--- config.mk ---
export PLATFORM = sky130hd
export DESIGN_NAME = systolic_feeder
export DESIGN_NICKNAME = d
export VERILOG_FILES = /design/src/rtl/mat_mult_pkg.sv /design/src/rtl/skew_delay_line.sv /design/src/rtl/systolic_feeder.sv
export SDC_FILE = /design/constraint.sdc
export NUM_CORES = 1
export LEC_CHECK = 0
export CORE_UTILIZATION = 56
export CTS_CLUSTER_DIAMETER = 100
export DETAILED_ROUTE_END_ITERATION = 10
export MAX_ROUTING_LAYER = met4
export PLACE_DENSITY = 0.78
export SLEW_MARGIN = 20
export SYNTH_ARGS = -nofsm -noshare
export SYNTH_HDL_FRONTEND = slang
export SYNTH_SLANG_ARGS = --single-unit
--- constraint.sdc ---
create_clock -name clk -period 3.05 [get_ports clk]
set_clock_uncertainty 0.15 [all_clocks]
set_input_delay 0.61 -clock clk [delete_from_list [all_inputs] [get_ports clk]]
set_output_delay 0.61 -clock clk [all_outputs]
set_load 0.05 [all_outputs]
--- src/rtl/mat_mult_pkg.sv ---
// Shared types and default sizing for the matrix-multiply operand feeder.
package mat_mult_pkg;

    // Feeder sequencing: collect a tile, stream it, then let the skew drain.
    typedef enum logic [1:0] {
        ST_LOAD   = 2'd0,
        ST_STREAM = 2'd1,
        ST_FLUSH  = 2'd2
    } feeder_state_e;

    localparam int unsigned DEF_WIDTH = 8;
    localparam int unsigned DEF_N     = 4;
    localparam int unsigned DEF_K     = 4;

    // Counter width able to hold values up to max(k, n) inclusive.
    function automatic int unsigned cnt_width(input int unsigned k, input int unsigned n);
        int unsigned m;
        m = (k > n) ? k : n;
        return (m < 2) ? 1 : $clog2(m + 1);
    endfunction

endpackage

--- src/rtl/skew_delay_line.sv ---
// Per-lane delay of an operand and its valid flag by DELAY register stages.
// DELAY=0 is a straight wire; the caller supplies an already-registered input.
module skew_delay_line #(
    parameter int unsigned WIDTH = 8,
    parameter int unsigned DELAY = 0
) (
    input  logic             clk,
    input  logic             reset,
    input  logic [WIDTH-1:0] in_data,
    input  logic             in_valid,
    output logic [WIDTH-1:0] out_data,
    output logic             out_valid
);

    if (DELAY == 0) begin : g_pass
        assign out_data  = in_data;
        assign out_valid = in_valid;
    end else begin : g_shift
        logic [WIDTH-1:0] data_q  [DELAY];
        logic [DELAY-1:0] valid_q;

        for (genvar gi = 0; gi < DELAY; gi++) begin : g_stage
            logic [WIDTH-1:0] data_d;
            logic             valid_d;

            // Select the stage input: module input for the first stage, previous stage otherwise.
            if (gi == 0) begin : g_head
                always_comb begin
                    data_d  = in_data;
                    valid_d = in_valid;
                end
            end else begin : g_body
                always_comb begin
                    data_d  = data_q[gi-1];
                    valid_d = valid_q[gi-1];
                end
            end

            // Stage register; reset empties the line so no stale operand emerges.
            always_ff @(posedge clk) begin
                if (reset) begin
                    data_q[gi]  <= '0;
                    valid_q[gi] <= 1'b0;
                end else begin
                    data_q[gi]  <= data_d;
                    valid_q[gi] <= valid_d;
                end
            end
        end

        assign out_data  = data_q[DELAY-1];
        assign out_valid = valid_q[DELAY-1];
    end

endmodule

--- src/rtl/systolic_feeder.sv ---
// Buffers one tile of column vectors, then streams it into the array edge
// with lane i skewed by i cycles so operands meet their partners in the PEs.
module systolic_feeder
    import mat_mult_pkg::*;
#(
    parameter int unsigned WIDTH = DEF_WIDTH,
    parameter int unsigned N     = DEF_N,
    parameter int unsigned K     = DEF_K
) (
    input  logic               clk,
    input  logic               reset,
    input  logic               in_valid,
    output logic               in_ready,
    input  logic [N*WIDTH-1:0] in_data,
    input  logic               in_last,
    output logic [N*WIDTH-1:0] data_out,
    output logic [N-1:0]       valid_out,
    output logic               done
);

    localparam int unsigned CW = cnt_width(K, N);
    localparam int unsigned AW = (K > 1) ? $clog2(K) : 1;
    localparam logic [CW-1:0] K_LAST  = CW'(K - 1);
    localparam logic [CW-1:0] N_LAST  = CW'(N - 1);
    localparam logic [CW-1:0] CNT_ONE = CW'(1);

    feeder_state_e state_q, state_d;
    logic [CW-1:0] cnt_q, cnt_d;
    logic [CW-1:0] len_q, len_d;
    logic          done_q, done_d;

    logic          accept;
    logic          issue;
    logic [AW-1:0] buf_addr;

    logic [N*WIDTH-1:0] buf_mem [K];
    logic [N*WIDTH-1:0] issue_data_q;
    logic               issue_valid_q;

    // The same counter indexes writes in LOAD, reads in STREAM and drain cycles in FLUSH.
    assign in_ready = (state_q == ST_LOAD);
    assign accept   = in_valid && in_ready && !reset;
    assign issue    = (state_q == ST_STREAM);
    assign buf_addr = cnt_q[AW-1:0];

    // Next-state logic: tile ends on in_last or when the buffer is full.
    always_comb begin
        state_d = state_q;
        cnt_d   = cnt_q;
        len_d   = len_q;
        done_d  = 1'b0;
        unique case (state_q)
            ST_LOAD: begin
                if (accept) begin
                    if (in_last || (cnt_q == K_LAST)) begin
                        state_d = ST_STREAM;
                        len_d   = cnt_q + CNT_ONE;
                        cnt_d   = '0;
                    end else begin
                        cnt_d = cnt_q + CNT_ONE;
                    end
                end
            end
            ST_STREAM: begin
                if ((cnt_q + CNT_ONE) == len_q) begin
                    state_d = ST_FLUSH;
                    cnt_d   = '0;
                end else begin
                    cnt_d = cnt_q + CNT_ONE;
                end
            end
            ST_FLUSH: begin
                if (cnt_q == N_LAST) begin
                    state_d = ST_LOAD;
                    cnt_d   = '0;
                    done_d  = 1'b1;
                end else begin
                    cnt_d = cnt_q + CNT_ONE;
                end
            end
            default: begin
                state_d = ST_LOAD;
                cnt_d   = '0;
            end
        endcase
    end

    // Control state register.
    always_ff @(posedge clk) begin
        if (reset) begin
            state_q <= ST_LOAD;
            cnt_q   <= '0;
            len_q   <= '0;
            done_q  <= 1'b0;
        end else begin
            state_q <= state_d;
            cnt_q   <= cnt_d;
            len_q   <= len_d;
            done_q  <= done_d;
        end
    end

    // Tile buffer write port; contents need no reset.
    always_ff @(posedge clk) begin
        if (accept) begin
            buf_mem[buf_addr] <= in_data;
        end
    end

    // Registered buffer read; zeroed outside STREAM so idle lanes stay zero downstream.
    always_ff @(posedge clk) begin
        if (reset) begin
            issue_valid_q <= 1'b0;
            issue_data_q  <= '0;
        end else begin
            issue_valid_q <= issue;
            issue_data_q  <= issue ? buf_mem[buf_addr] : '0;
        end
    end

    for (genvar gi = 0; gi < N; gi++) begin : g_lane
        skew_delay_line #(
            .WIDTH (WIDTH),
            .DELAY (gi)
        ) u_skew (
            .clk       (clk),
            .reset     (reset),
            .in_data   (issue_data_q[gi*WIDTH +: WIDTH]),
            .in_valid  (issue_valid_q),
            .out_data  (data_out[gi*WIDTH +: WIDTH]),
            .out_valid (valid_out[gi])
        );
    end

    assign done = done_q;

endmodule

# After elaboration in Yosys (flattened, before gate mapping)
# Memory sizes are Yosys's and may differ from the RTL's. A register that Yosys moved wholly into a read port is not among the register bits.
# Cells that the tools add are included.
# totals
ramBits,176
elab_cells,61
output_inout_bits,38
ff_bits,13
mem_count,4
input_bits,36
# classes
mux,23
n_reduce_logical,10
n_eq_ne,8
addsub,1
bitwise_logic,7
# memory_table
memory,depth,word_bits,read_ports,rd_ports_with_merged_regs,write_ports,line,source
buf_mem,4,32,1,1,1,systolic_feeder.sv:36,logic [N*WIDTH-1:0] buf_mem [K];
g_lane[3].u_skew.g_shift.data_q,3,8,3,0,3,skew_delay_line.sv:19,logic [WIDTH-1:0] data_q [DELAY];
g_lane[2].u_skew.g_shift.data_q,2,8,2,0,2,skew_delay_line.sv:19,
g_lane[1].u_skew.g_shift.data_q,1,8,1,0,1,skew_delay_line.sv:19,
# op_table
cell,count
$mux W8,6
$mux W3,4
$pmux W3 S3,1
$mux W2,4
$reduce_or A8 Y1,1
$mux W1,7
$ne A2 B1 Y1 const B,3
$pmux W2 S3,1
$or A1 B1 Y1,5
$reduce_and A4 Y1,1
$reduce_or A2 Y1,2
$add A3 B1 Y3 const B,1
$eq A3 B2 Y1 const B,1
$eq A3 B3 Y1,1
$reduce_and A3 Y1,1
$eq A2 B1 Y1 const B,1
$eq A2 B2 Y1 const B,1
$logic_and A1 B1 Y1,2
$logic_not A2 Y1,1
$ne A2 B2 Y1 const B,1
$not A1 Y1,2
$logic_not A1 Y1,1
$logic_or A1 B1 Y1,1

# Longest topological paths before layout
# Gate-level depths: netlist of run 1.
# depth
ltp_word,5
ltp_mapped,8
depth_no_buf,6

# Cells and area by module
# From an unflattened synthesis of run 1, not the netlist that was laid out.
# hier_totals
cells_unflattened,430
hier_area_um2,7657.3
# by_module_without_submodules
module,instances,cells_per_inst,seq_area_each_um2,area_per_inst_um2
systolic_feeder,1,310,4684.5,6114.6
skew_delay_line at g_lane[3].u_skew,1,56,540.5,749.5
skew_delay_line at g_lane[2].u_skew,1,37,360.3,489.2
skew_delay_line at g_lane[1].u_skew,1,18,180.2,236.5
skew_delay_line at g_lane[0].u_skew,1,9,0.0,67.6

# Worst setup path before layout of run 1
# OpenSTA, ideal clock, no wires.
# synth_timing
path_type,input port to flip-flop
startpoint,in reset
endpoint,"mem buf_mem[0][0] in the netlist's numbering, enable pin"
setup_slack_ps,796
arrival_time_ps,1712
setup_time_ps,392
required_time_ps,2508
path_stages,2
n_path_buf,0
path_cell_list,nor4b_4 and2_1
# synth_between
elab_chain_cells,4
# synth_rtl
element,line,source
from (decl),systolic_feeder.sv:11,"input logic reset,"
$logic_not A1 Y1,systolic_feeder.sv:42,assign accept = in_valid && in_ready && !reset;
$logic_and A1 B1 Y1,systolic_feeder.sv:42,
$mux W1,systolic_feeder.sv:105,if (accept) begin
$mux W1 (implied by the code),systolic_feeder.sv:106,buf_mem[buf_addr] <= in_data;
to (decl),systolic_feeder.sv:36,
# Every way passes these cells.

# Worst setup path after layout of run 1
# layout_timing
startpoint,reg state_q[0]
endpoint,out in_ready
# layout_between
elab_chain_cells,1
# layout_rtl
element,line,source
from (decl),systolic_feeder.sv:27,"feeder_state_e state_q, state_d;"
from (signal assigned),systolic_feeder.sv:96,state_q <= state_d;
$logic_not A2 Y1,systolic_feeder.sv:41,assign in_ready = (state_q == ST_LOAD);
to (decl),systolic_feeder.sv:13,"output logic in_ready,"
# Every way passes these cells.

==> results, run 1 <==
- The run finished with clean final reports.
- The largest total area in the synthesized netlist belongs to edfxtp_1.
- Data on the critical path is required at its endpoint by 2.29 ns.
- 74 I/O pins were placed.
- The number of global-route vias before repair was 3,730.
- The die area is 13,920 sq um.
- The H-tree depth is 1.
- The post-route setup TNS is 0 ns.
- The actual slew at the worst max-slew pin is 0.5775 ns.
- The TritonCTS clock tree is yes.
- The setup path with the least slack is of type register to output port.
- The largest fanout of any net on the critical path is 14.
- In this run, post-CTS hold repair placed 0 buffers.
- The number of detailed-routing iterations run before antenna repair is 4.
- The number of DRC violations after detailed-routing iteration 0 is 345.
- For this run, design rule violations remaining after detail routing come to 0.
- The placed cell count is 655.
- Setup repair after global routing left no endpoint under its margin.
- Summing all placed instances gives a cell area of 8438 sq um.
- Post-CTS timing repair inserted 0 buffers for setup.
- After floorplanning, the core was sized to cover 13,190 sq um.
- The share of the synthesized area in the top cell type is 51.01%.
- The signal on the critical path passes through nor2_1 > clkdlybuf4s50_1.
- The number of buffers and inverters on the critical path is 1.
- The summed area of non-filler cells in the final layout is 9081 sq um.
- The area of the mapped netlist is 7535 sq um.
- Detailed placement ended at an HPWL of 7039 um.
- The tree is rooted in a clkbuf_16.
- After clock tree synthesis, the clock-pin slew on the worst setup and hold paths is 0.06 ns.
- The final global-route overflow total is 0.
- The first global-routing pass estimated 19,880 um of wire.
- The per-cell via count in the routed design is 5.240.
- STA puts the critical path data arrival time at 1.98 ns.
- The total routing resource utilization after global routing is 18.90%.
- The portion of the clock cycle consumed by the worst path in the final layout is 89.86%.
- Post-CTS repair changed the size of 0 cells.
- The stage delay of the slowest cell on the critical path is 0.82 ns.
- The number of slew-limit violations in the final report was 0.
- In this run the horizontal extent of the chip is 118.0 um.
- The overall power after layout is 6.179 mW.
- The worst relative slew slack is 61.45%.
- Entering global routing, the biggest net connects 51 pins.
- The number of nets handed over by synthesis was 465.
- The count of inserted antenna diode cells is 0.
- The routed design could run at a clock period as short as 2.741 ns.
- The largest individual stage delay along the critical path comes from the cell clkdlybuf4s50_1.
- The worst-case IR drop observed on VDD is 0.3879 mV.
- The achievable frequency is 364.9 MHz.
- For this design, the sink count on the clock tree is 221.
- The clock passes through at most 3 buffers.
- The initial antenna violation count was 0.
- In this run, the combinational gates consume 7.9% of the power.
- The leakage power total is 3.207 nW.
- Counting the buffers created by CTS gives 21.
- The fill cell instance count of the final layout is 859.
- The final net count is 544.
- The weighted congestion at the end of routability-driven global placement is 0.7652.
- The Yosys step of the flow raised 0 warnings.
- The power density relative to cell area is 680.4 nW/um^2.
- Of the cells placed in the final design, the portion with a size suffix greater than 1 is 15.09%.
- The number of synthesized register bits is 221.
- After floorplanning, the core was divided into 42 placement rows.
- The internal portion of the total power is 4.869 mW.
- The final hold violation count is 0.
- Setup violations remaining at the end of the flow were counted as 0.
- The height of the chip is 118.0 um.
- Registers are responsible for 53.2% of the overall power.
- Across all hold checks on the routed design, the worst slack comes to 0.2835 ns.
- Ranked by total cell area, the synthesized netlist is headed by edfxtp_1 (51%), dfxtp_1 (25%), mux4_2 (8.4%).
- The total of max-cap violations is 0.
- The kind of start point of the critical path is a register.
- The net load switching power is 1.310 mW.
- The switching portion of total power is 21.20%.
- The register area share after synthesis is 75.72%.
- The synthesized area per cell is 17.81 sq um.
- After detailed routing, the average wire length per cell comes to 17.37 um.
- The sort of element at the end of the critical path is an output port.
- For this block, the via count after detailed routing is 3,631.
- On the critical path the largest part of the delay comes from buffers and inverters.
- After technology mapping, the gate count stands at 423.
- The starting utilization of the core area is 57.12%.
- The clock insertion delay at the later pin of the skew report is 0.48 ns.
- From synthesis to final layout, the design area changed by 20.52%.
- The final cell count without fillers is 693.
- The clock network fraction of total power is 38.9%.
- The number of different library cells used by synthesis comes to 35.
- The worst hold path class is register to register.
- The number of nets still failing antenna checks after routing is 0.
- Input and output buffers added on the ports amount to 73.
- Wires add up to 12,040 um.
-- power by group through the flow --
stage                     clock network, mW  registers (mW)  logic [mW]
after global routing                   2.59            3.30       0.524
after detailed placement                  0            3.35       0.487
after CTS                              2.46            3.29       0.491
final                                  2.41            3.29       0.486
after floorplan                           0            3.37       0.322
after global placement                    0            3.34       0.478
-- state kept, by name, summed over array words and instances, names as in the netlist, 2 cells and up --
name / cells
state_q: 2
issue_data_q: 32
g_lane.u_skew.g_shift.data_q: 48
cnt_q: 3
len_q: 3
g_lane.u_skew.g_shift.g_stage.valid_d: 2
buf_mem: 128
-- worst paths after layout --
path | depth (start not counted) | slack, ns | from | end
setup / recovery | 2 | 0.31 | state_q[0] | in_ready
hold / removal | 1 | 0.28 | g_lane[3].u_skew.g_shift.data_q[1][7] | g_lane[3].u_skew.g_shift.data_q[2][7]
hold reg to reg | 1 | 0.28 | g_lane[3].u_skew.g_shift.data_q[1][7] | g_lane[3].u_skew.g_shift.data_q[2][7]
setup reg to reg | 4 | 0.99 | cnt_q[0] | buf_mem[1][27]
-- placed cells by master (no fill, tap or decap), drive strengths merged, types with 2 or more instances in the layout --
cell type,instances
a211oi,2
a21oi,4
and2,4
and3,33
buf,10
clkbuf,27
clkdlybuf4s50,72
clkinv,8
dfxtp,93
edfxtp,128
ha,6
inv,8
mux4,32
nand2,7
nor2,7
nor2b,52
nor3,4
o21ai,2
o32ai,3
xor2,2
-- stage by stage --
step | worst slack (ns) | util, %
4_1_cts | 0.3003 | 68.85
6_report | 0.3092 | 68.85
3_5_place_dp | 0.4305 | 63.97
5_1_grt | 0.2143 | 68.85
2_1_floorplan | 0.7962 | -
3_3_place_gp | 0.4944 | 63.97
-- routing by layer --
layer	wire length [um]	global-route usage, %
met5	0	-
met4	144	6.010
met3	541	3.052
met2	5819	28.97
met1	5534	26.23
-- synth_stat cells --
library cell,n
edfxtp_1,128
dfxtp_1,93
nor2b_1,52
and3_1,33
mux4_2,28
clkbuf_1,12
nand2_1,7
nor2_1,7
buf_2,6
ha_1,6
inv_1,5
a21oi_1,4
and2_1,4
buf_4,4
mux4_1,4
nor3_1,4
o32ai_1,3
a211oi_1,2
buf_12,2
buf_6,2
o21ai_0,2
xor2_1,2
a211o_1,1
a22oi_1,1
and2b_1,1
inv_2,1
nand2b_1,1
nand3_1,1
nor4b_4,1
o21bai_1,1
o221a_1,1
o31a_2,1
o31ai_1,1
or3_1,1
xnor2_1,1
-- cell type report --
class                           instances  area (sq um)  share of cell area [%]
Sequential cell                       221          5708                   62.85
Multi-Input combinational cell        170          1644                   18.10
Timing Repair Buffer                   82         843.3                   9.286
Clock buffer                           27         558.0                   6.145
Tap cell                              176         220.2                   2.425
Clock inverter                         11         85.08                  0.9369
Inverter                                6         22.52                  0.2480
-- worst register-to-register path: stages (launching register included) --
cell and delay, ns:
dfxtp_2 0.41, buf_4 0.41, ha_1 0.22, and2_2 0.33, buf_12 0.24
-- cell families (layout without fill, tap and decap cells) --
logic type                 count (synthesis)  count (layout)  share of synthesized area, %
DFF                                      221             221                         75.72
and+or+nand+nor                          112             112                         9.000
muxes                                     32              32                         9.764
buffers and inverters                     32             126                         2.524
AOI/OAI and AO/OA                         17              17                         1.644
adders and majority gates                  6               6                        0.9963
xor gates and xnor gates                   3               3                        0.3488
No activity file was read; power rests on OpenSTA's default activity.
==> run 2, diff against run 1 <==
--- a/config.mk
+++ b/config.mk
@@ -5,11 +5,11 @@
 export SDC_FILE = /design/constraint.sdc
 export NUM_CORES = 1
 export LEC_CHECK = 0
-export CORE_UTILIZATION = 56
-export CTS_CLUSTER_DIAMETER = 100
+export CORE_UTILIZATION = 50
+export CTS_CLUSTER_DIAMETER = 50
 export DETAILED_ROUTE_END_ITERATION = 10
 export MAX_ROUTING_LAYER = met4
-export PLACE_DENSITY = 0.78
+export PLACE_DENSITY = 0.71
 export SLEW_MARGIN = 20
 export SYNTH_ARGS = -nofsm -noshare
 export SYNTH_HDL_FRONTEND = slang
==> run 2 against run 1 <==
The flow now finishes with violations (DRC). Clock power is 20% higher. Via count is 1.1% higher. Critical path depth stayed put. Cell count is 1.6% higher. Cell area is 1.7% higher. Setup slack worse by 0.0041 ns. Core utilization is 5.8 points lower. Critical path type unchanged.
==> results, run 2 (synthesized netlist as in run 1, its figures left out) <==
- The summed area of non-filler cells in the final layout is 9234 sq um (+1.7%).
- The flow ran to the end, but the final reports show violations.
- The DRC violation count after routing is 13 (+13).
- The worst setup path is launched from a register.
- The fill cell instance count of the final layout was 1,040 (+21%).
- The number of slew-limit violations in the final report is 0 (unchanged).
- The global routing usage on met3 came to 3.007% (-0.045 points).
- The die area is 15,560 sq um (+12%).
- In the layout the commonest cells are edfxtp_1 (128), dfxtp_1 (91), clkdlybuf4s50_1 (72), nor2b_1 (52), and3_1 (33).
- The initial antenna violation count is 0 (unchanged).
- The storage element area is 5708 sq um (unchanged).
- The area overhead of the layout relative to synthesis is 22.55%.
- The number of failing setup endpoints in the final timing report is 0 (unchanged).
- The area after detailed placement is 8441 sq um (about the same).
- The power density relative to cell area is 720.8 nW/um^2 (+5.9%).
- The H-tree depth is 1 (unchanged).
- The post-CTS setup-driven buffer insertion count is 0 (unchanged).
- The clock insertion delay at the later pin of the skew report came to 0.51 ns (+0.03 ns).
- The number of nets still failing antenna checks after routing was 0 (unchanged).
- The per-cell via count in the routed design is 5.213 (-0.51%).
- The cell row count is 44 (+4.8%).
- The overall die width is 124.8 um (+5.7%).
- The multi-input combinational cell area is 1645 sq um (about the same).
- The total detailed-routing wirelength is 12,160 um (+1.0%).
- The total routing resource utilization after global routing is 16.56% (-2.3 points).
- The HPWL after detailed placement is 7016 um (-0.32%).
- The total of max-cap violations is 0 (unchanged).
- The critical path required time is 2.29 ns (about the same).
- The I/O pin count was 74 (unchanged).
- The detailed-route wire length per cell is 17.27 um (-0.58%).
- The weighted congestion at the end of routability-driven global placement came to 0.8609 (+13%).
- The count of buffers from port buffering is 73 (unchanged).
- The clock-pin transition on the worst setup and hold timing paths is 0.06 ns (about the same).
- The data arrival time of the critical path is 1.98 ns (about the same).
- The first-pass GRT wire length is 19,300 um (-2.9%).
- The portion of the clock cycle consumed by the worst path in the final layout is 90.00% (+0.14 points).
- The final hold violation count is 0 (unchanged).
- The core outline area is 14,640 sq um (+11%).
- The final net count is 545 (+0.18%).
- The flip-flop count of the largest register, all copies and words added came to 128 (unchanged).
- The count of hold-fix buffers inserted at cts came to 0 (unchanged).
- The largest voltage drop on the vdd net is 0.4043 mV (+4.2%).
- The placement-stage worst setup slack is 0.4246 ns (-0.005932 ns).
- The global routing usage on met2 came to 26.37% (-2.6 points).
- The count of inserted antenna diode cells is 0 (unchanged).
- The number of sinks handled by clock tree synthesis is 221 (unchanged).
- The setup slack of the most critical reg-to-reg path is 1.04 ns (+0.05 ns).
- The final global-route overflow total is 0 (unchanged).
- The shortest clock period the worst path allows after layout is 2.745 ns (+0.004119 ns).
- The critical path class is register to output port.
- The worst relative slew slack came to 59.33% (-2.1 points).
- The overall via count from detail_route was 3,670 (+1.1%).
- The actual slew at the worst max-slew pin is 0.6101 ns (+0.03262 ns).
- The path class of the tightest hold or removal check is input pin to register.
- The starting utilization of the core area came to 51.45% (-5.7 points).
- The leakage power total is 3.257 nW (+1.6%).
- The number of DRC violations after detailed-routing iteration 0 is 259 (-25%).
- The height of the chip is 124.8 um (+5.7%).
- The number of buffers created by CTS is 23 (+9.5%).
- The final cell count without fillers is 704 (+1.6%).
- The checks that failed: DRC.
- Counting flops per register, the top entry is buf_mem.
- The overall power after layout is 6.656 mW (+7.7%).
- The worst-case clock buffer depth was 3 (unchanged).
- The TritonCTS clock tree is yes.
- The achievable frequency is 364.3 MHz (-0.15%).
- The busiest metal layer after global routing is met2.
- Setup repair after global routing left no endpoint under its margin.
- The number of instances resized during post-cts repair came to 0 (unchanged).
- The worst path setup slack after routing is 0.3050 ns (-0.004119 ns).
- The number of detailed-routing iterations run before antenna repair is 8 (+4).
- The number of global-route vias before repair came to 3,597 (-3.6%).
- The share of layout cells above drive strength 1 came to 15.58% (+0.49 points).
- The met1 track utilization from global routing is 21.61% (-4.6 points).
- Clock tree synthesis selected as its root buffer the cell clkbuf_16.
- The largest net degree at the start of global routing is 54 (+5.9%).
- The largest registers in the layout are buf_mem: 128 flops, g_lane.u_skew.g_shift.data_q: 48 flops, issue_data_q: 32 flops.
- The most frequent standard cell in the layout excluding fill and tap cells is edfxtp_1.
- The largest fanout of any net on the critical path came to 14 (unchanged).
- The placed cell count is 662 (+1.1%).
- The post-route setup TNS was 0 ns (unchanged).
- The sort of element at the end of the critical path is an output port.
==> run 2: path summary, 6_finish.rpt <==
kind                                                       startpoint                               endpoint  depth (start not counted)
worst max register to register                             state_q[1]                         buf_mem[0][30]                          3
worst max-delay path                                       state_q[1]                               in_ready                          2
worst min-delay path                                            reset                               len_q[0]                          2
worst min register to register  g_lane[2].u_skew.g_shift.data_q[0][0]  g_lane[2].u_skew.g_shift.data_q[1][0]                          1
==> run 2: layout make-up <==
type / instances / area share [%]
clock inverters: 14 / 2.141
well taps: 184 / 2.493
flip-flops and latches: 221 / 61.82
repair buffers: 81 / 9.051
inverters: 6 / 0.2439
clock buffers: 28 / 6.436
multi-input cells: 170 / 17.82
==> run 2: report_power, final <==
group          leakage [nW]  internal (mW)  switching (mW)  total, mW
Combinational         0.966          0.232           0.258      0.490
Clock                 0.377           1.81            1.07       2.88
Sequential             1.91           3.25          0.0336       3.29
Total                  3.26           5.29            1.36       6.66
==> run 2: metal layers <==
metal	up-vias	part of all wire [%]	wire length, um
met2	121	47	5743
met5	-	0	0
met1	1795	46	5543
met3	25	5.1	623
li1	1729	-	-
met4	0	2.1	250
==> run 2: worst max-delay path, stage by stage, from the launching register on <==
cell,delay (ns)
dfxtp_1,0.46
nor2_1,0.20
clkdlybuf4s50_1,0.83
==> run 2: per-stage QoR <==
step                hold WS (ns)  utilization, %
floorplan                 0.2638               -
global placement          0.2678           57.64
detailed placement        0.2704           57.64
CTS                       0.2540           63.05
global route              0.2773           63.06
finish                    0.2730           63.06
==> run 3, diff against run 2 <==
--- a/config.mk
+++ b/config.mk
@@ -9,7 +9,7 @@
 export CTS_CLUSTER_DIAMETER = 50
 export DETAILED_ROUTE_END_ITERATION = 10
 export MAX_ROUTING_LAYER = met4
-export PLACE_DENSITY = 0.71
+export PLACE_DENSITY = 0.74
 export SLEW_MARGIN = 20
 export SYNTH_ARGS = -nofsm -noshare
 export SYNTH_HDL_FRONTEND = slang
==> constraint.sdc (replaced) <==
create_clock -name clk -period 2.39 [get_ports clk]
set_clock_uncertainty 0.15 [all_clocks]
set_input_delay 0.478 -clock clk [delete_from_list [all_inputs] [get_ports clk]]
set_output_delay 0.478 -clock clk [all_outputs]
set_load 0.05 [all_outputs]
==> run 3 against run 2 <==
The run still ends with DRC left. First-iteration DRC count increased by 1.5%. Die area is the same. Sequential share of layout area increased by 0.52 points. Largest cell class unchanged. Highest routed layer unchanged. Clock power is 7.6% higher.
==> results, run 3 (synthesized netlist as in run 1, its figures left out) <==
- The post-CTS setup-driven buffer insertion count is 0 (unchanged).
- The number of global-route vias before repair is 3,745 (+4.1%).
- Walking the worst path, the cells encountered are clkdlybuf4s50_1.
- The cell row count is 44 (unchanged).
- The largest fanout of any net on the critical path is 1 (-13).
- The final global-route overflow total was 0 (unchanged).
- The HPWL after detailed placement came to 7197 um (+2.6%).
- The number of buffers created by CTS is 22 (-4.3%).
- The number of instances resized during post-cts repair came to 0 (unchanged).
- The I/O pin count came to 74 (unchanged).
- The kind of start point of the critical path is a register.
- The number of buffers and inverters on the critical path came to 1 (unchanged).
- The portion of the clock cycle consumed by the worst path in the final layout is 93.63%.
- The number of slew-limit violations in the final report is 0 (unchanged).
- The total detailed-routing wirelength is 12,460 um (+2.4%).
- The largest voltage drop on the vdd net is 0.5090 mV (+26%).
- The startpoint of the worst-slack reg-to-reg timing path is cnt_q[0].
- The number of nets still failing antenna checks after routing came to 0 (unchanged).
- The largest net degree at the start of global routing was 60 (+11%).
- The first-pass GRT wire length is 20,130 um (+4.3%).
- The run finished, with violations left.
- The count of inserted antenna diode cells is 0 (unchanged).
- The count of hold-fix buffers inserted at cts is 0 (unchanged).
- The largest registers in the layout are buf_mem: 128 flops, g_lane.u_skew.g_shift.data_q: 48 flops, issue_data_q: 32 flops.
- The startpoint of the worst setup timing path is g_lane[2].u_skew.g_shift.data_q[1][4].
- The worst-case clock buffer depth came to 3 (unchanged).
- The stage delay of the slowest cell on the critical path was 0.80 ns (-0.03 ns).
- The actual slew at the worst max-slew pin is 0.6174 ns (+0.007279 ns).
- The overall die width is 124.8 um (unchanged).
- The total of max-cap violations is 0 (unchanged).
- The core outline area is 14,640 sq um (unchanged).
- The H-tree depth is 1 (unchanged).
- The overall via count from detail_route is 3,703 (+0.90%).
- The achievable frequency is 446.9 MHz.
- The worst hold path belongs to the class register to register.
- The flip-flop count of the largest register, all copies and words added is 128 (unchanged).
- The number of detailed-routing iterations run before antenna repair is 8 (unchanged).
- The number of failing setup endpoints in the final timing report is 0 (unchanged).
- The final reports fail on DRC.
- The height of the chip is 124.8 um (unchanged).
- TritonCTS built the clock tree.
- The final net count was 547 (+0.37%).
- The worst hold path stage count is 1 (-1).
- The number of DRC violations after detailed-routing iteration 0 is 263 (+1.5%).
- The count of cells along the worst register-to-register path is 6 (+3).
- The DRC violation count after routing is 17 (+4).
- The clock insertion delay at the later pin of the skew report is 0.49 ns (-0.02 ns).
- The per-cell via count in the routed design is 5.260 (+0.90%).
- The critical path required time is 1.76 ns (-0.53 ns).
- The total routing resource utilization after global routing is 17.16% (+0.59 points).
- Leaving out fill and tap cells, the most frequent cells in the layout are edfxtp_1 (128), dfxtp_1 (91), clkdlybuf4s50_1 (71), nor2b_1 (52), and3_1 (33).
- The placement-stage worst setup slack was 0.1018 ns (-0.3227 ns).
- On the critical path the largest part of the delay comes from buffers and inverters.
- The multi-input combinational cell area was 1645 sq um (unchanged).
- The highest-delay cell along the critical path is clkdlybuf4s50_1.
- The critical path class is register to output port.
- STA classifies the critical path endpoint as an output port.
- The count of buffers from port buffering came to 73 (unchanged).
- The worst path setup slack after routing is 0.1522 ns (-0.1528 ns).
- The register containing the most flip-flops in the final layout is buf_mem.
- The number of sinks handled by clock tree synthesis was 221 (unchanged).
- The share of layout cells above drive strength 1 is 15.58% (unchanged).
- The post-route setup TNS was 0 ns (unchanged).
- The storage element area is 5708 sq um (unchanged).
- The weighted congestion at the end of routability-driven global placement is 0.7971 (-7.4%).
- The clock-pin transition on the worst setup and hold timing paths came to 0.06 ns (about the same).
- The data arrival time of the critical path is 1.61 ns (-0.37 ns).
- The final hold violation count is 0 (unchanged).
- Setup repair after global routing left no endpoint under its margin.
- The initial antenna violation count was 0 (unchanged).
- The die area came to 15,560 sq um (unchanged).
- The tightest hold margin is 0.2819 ns (+0.008978 ns).
- The leakage power total was 3.227 nW (-0.91%).
- The tree is rooted in a clkbuf_16.
- The shortest clock period the worst path allows after layout is 2.238 ns.
- The number of logic stages on the critical path including buffering was 1 (-1).
- The area overhead of the layout relative to synthesis is 21.54%.
- The power density relative to cell area is 867.9 nW/um^2 (+20%).
- The starting utilization of the core area was 51.45% (unchanged).
- The fill cell instance count of the final layout is 1,031 (-0.87%).
- The worst hold path begins at g_lane[3].u_skew.g_shift.data_q[1][0].
- Leaving out fill and tap cells, the most frequent cell in the layout is edfxtp_1.
- The detailed-route wire length per cell was 17.69 um (+2.4%).
- The worst relative slew slack came to 58.84% (-0.49 points).
==> run 3: cell count changes in the layout (fill, tap and decap cells not counted), sizes merged <==
cell           before  now
bufinv              5    0
buf                 9   13
clkinvlp            3    1
clkdlybuf4s50      72   71
inv                 7    6
clkbuf             28   33
==> run 3: power breakdown <==
part	internal (mW)	switching [mW]
registers	4.15	0.0402
clock network	1.81	1.29
logic	0.313	0.341
==> run 3: path summary, 6_finish.rpt <==
kind | end | slack [ns]
setup reg to reg | cnt_q[2] | 0.35
hold reg to reg | g_lane[3].u_skew.g_shift.data_q[2][0] | 0.28
hold / removal | g_lane[3].u_skew.g_shift.data_q[2][0] | 0.28
setup / recovery | data_out[20] | 0.15
==> run 3: area by class of cell <==
cell class / count / area share (%)
well taps: 184 / 2.514
inverters: 6 / 0.2459
repair buffers: 84 / 9.755
multi-input cells: 170 / 17.97
flip-flops and latches: 221 / 62.33
clock buffers: 33 / 6.859
clock inverters: 6 / 0.3279
==> run 3: stage by stage <==
stage	total power, mW	utilization, %	std cells	area [sq um]
final	7.948	62.53	704	9158
after global routing	8.235	62.53	704	9158
after CTS	8.033	62.53	704	9156
after detailed placement	4.928	58.03	665	8498
after global placement	4.908	58.03	665	8498
after floorplan	4.710	-	423	7535
==> run 3: metal layers <==
| layer | part of all wire (%) | up-vias | GRT usage, % |
|---|---|---|---|
| li1 | - | 1728 | - |
| met1 | 44 | 1850 | 22.37 |
| met2 | 49 | 100 | 27.59 |
| met3 | 4.5 | 25 | 2.663 |
| met4 | 2.0 | 0 | 6.028 |
| met5 | 0 | - | - |
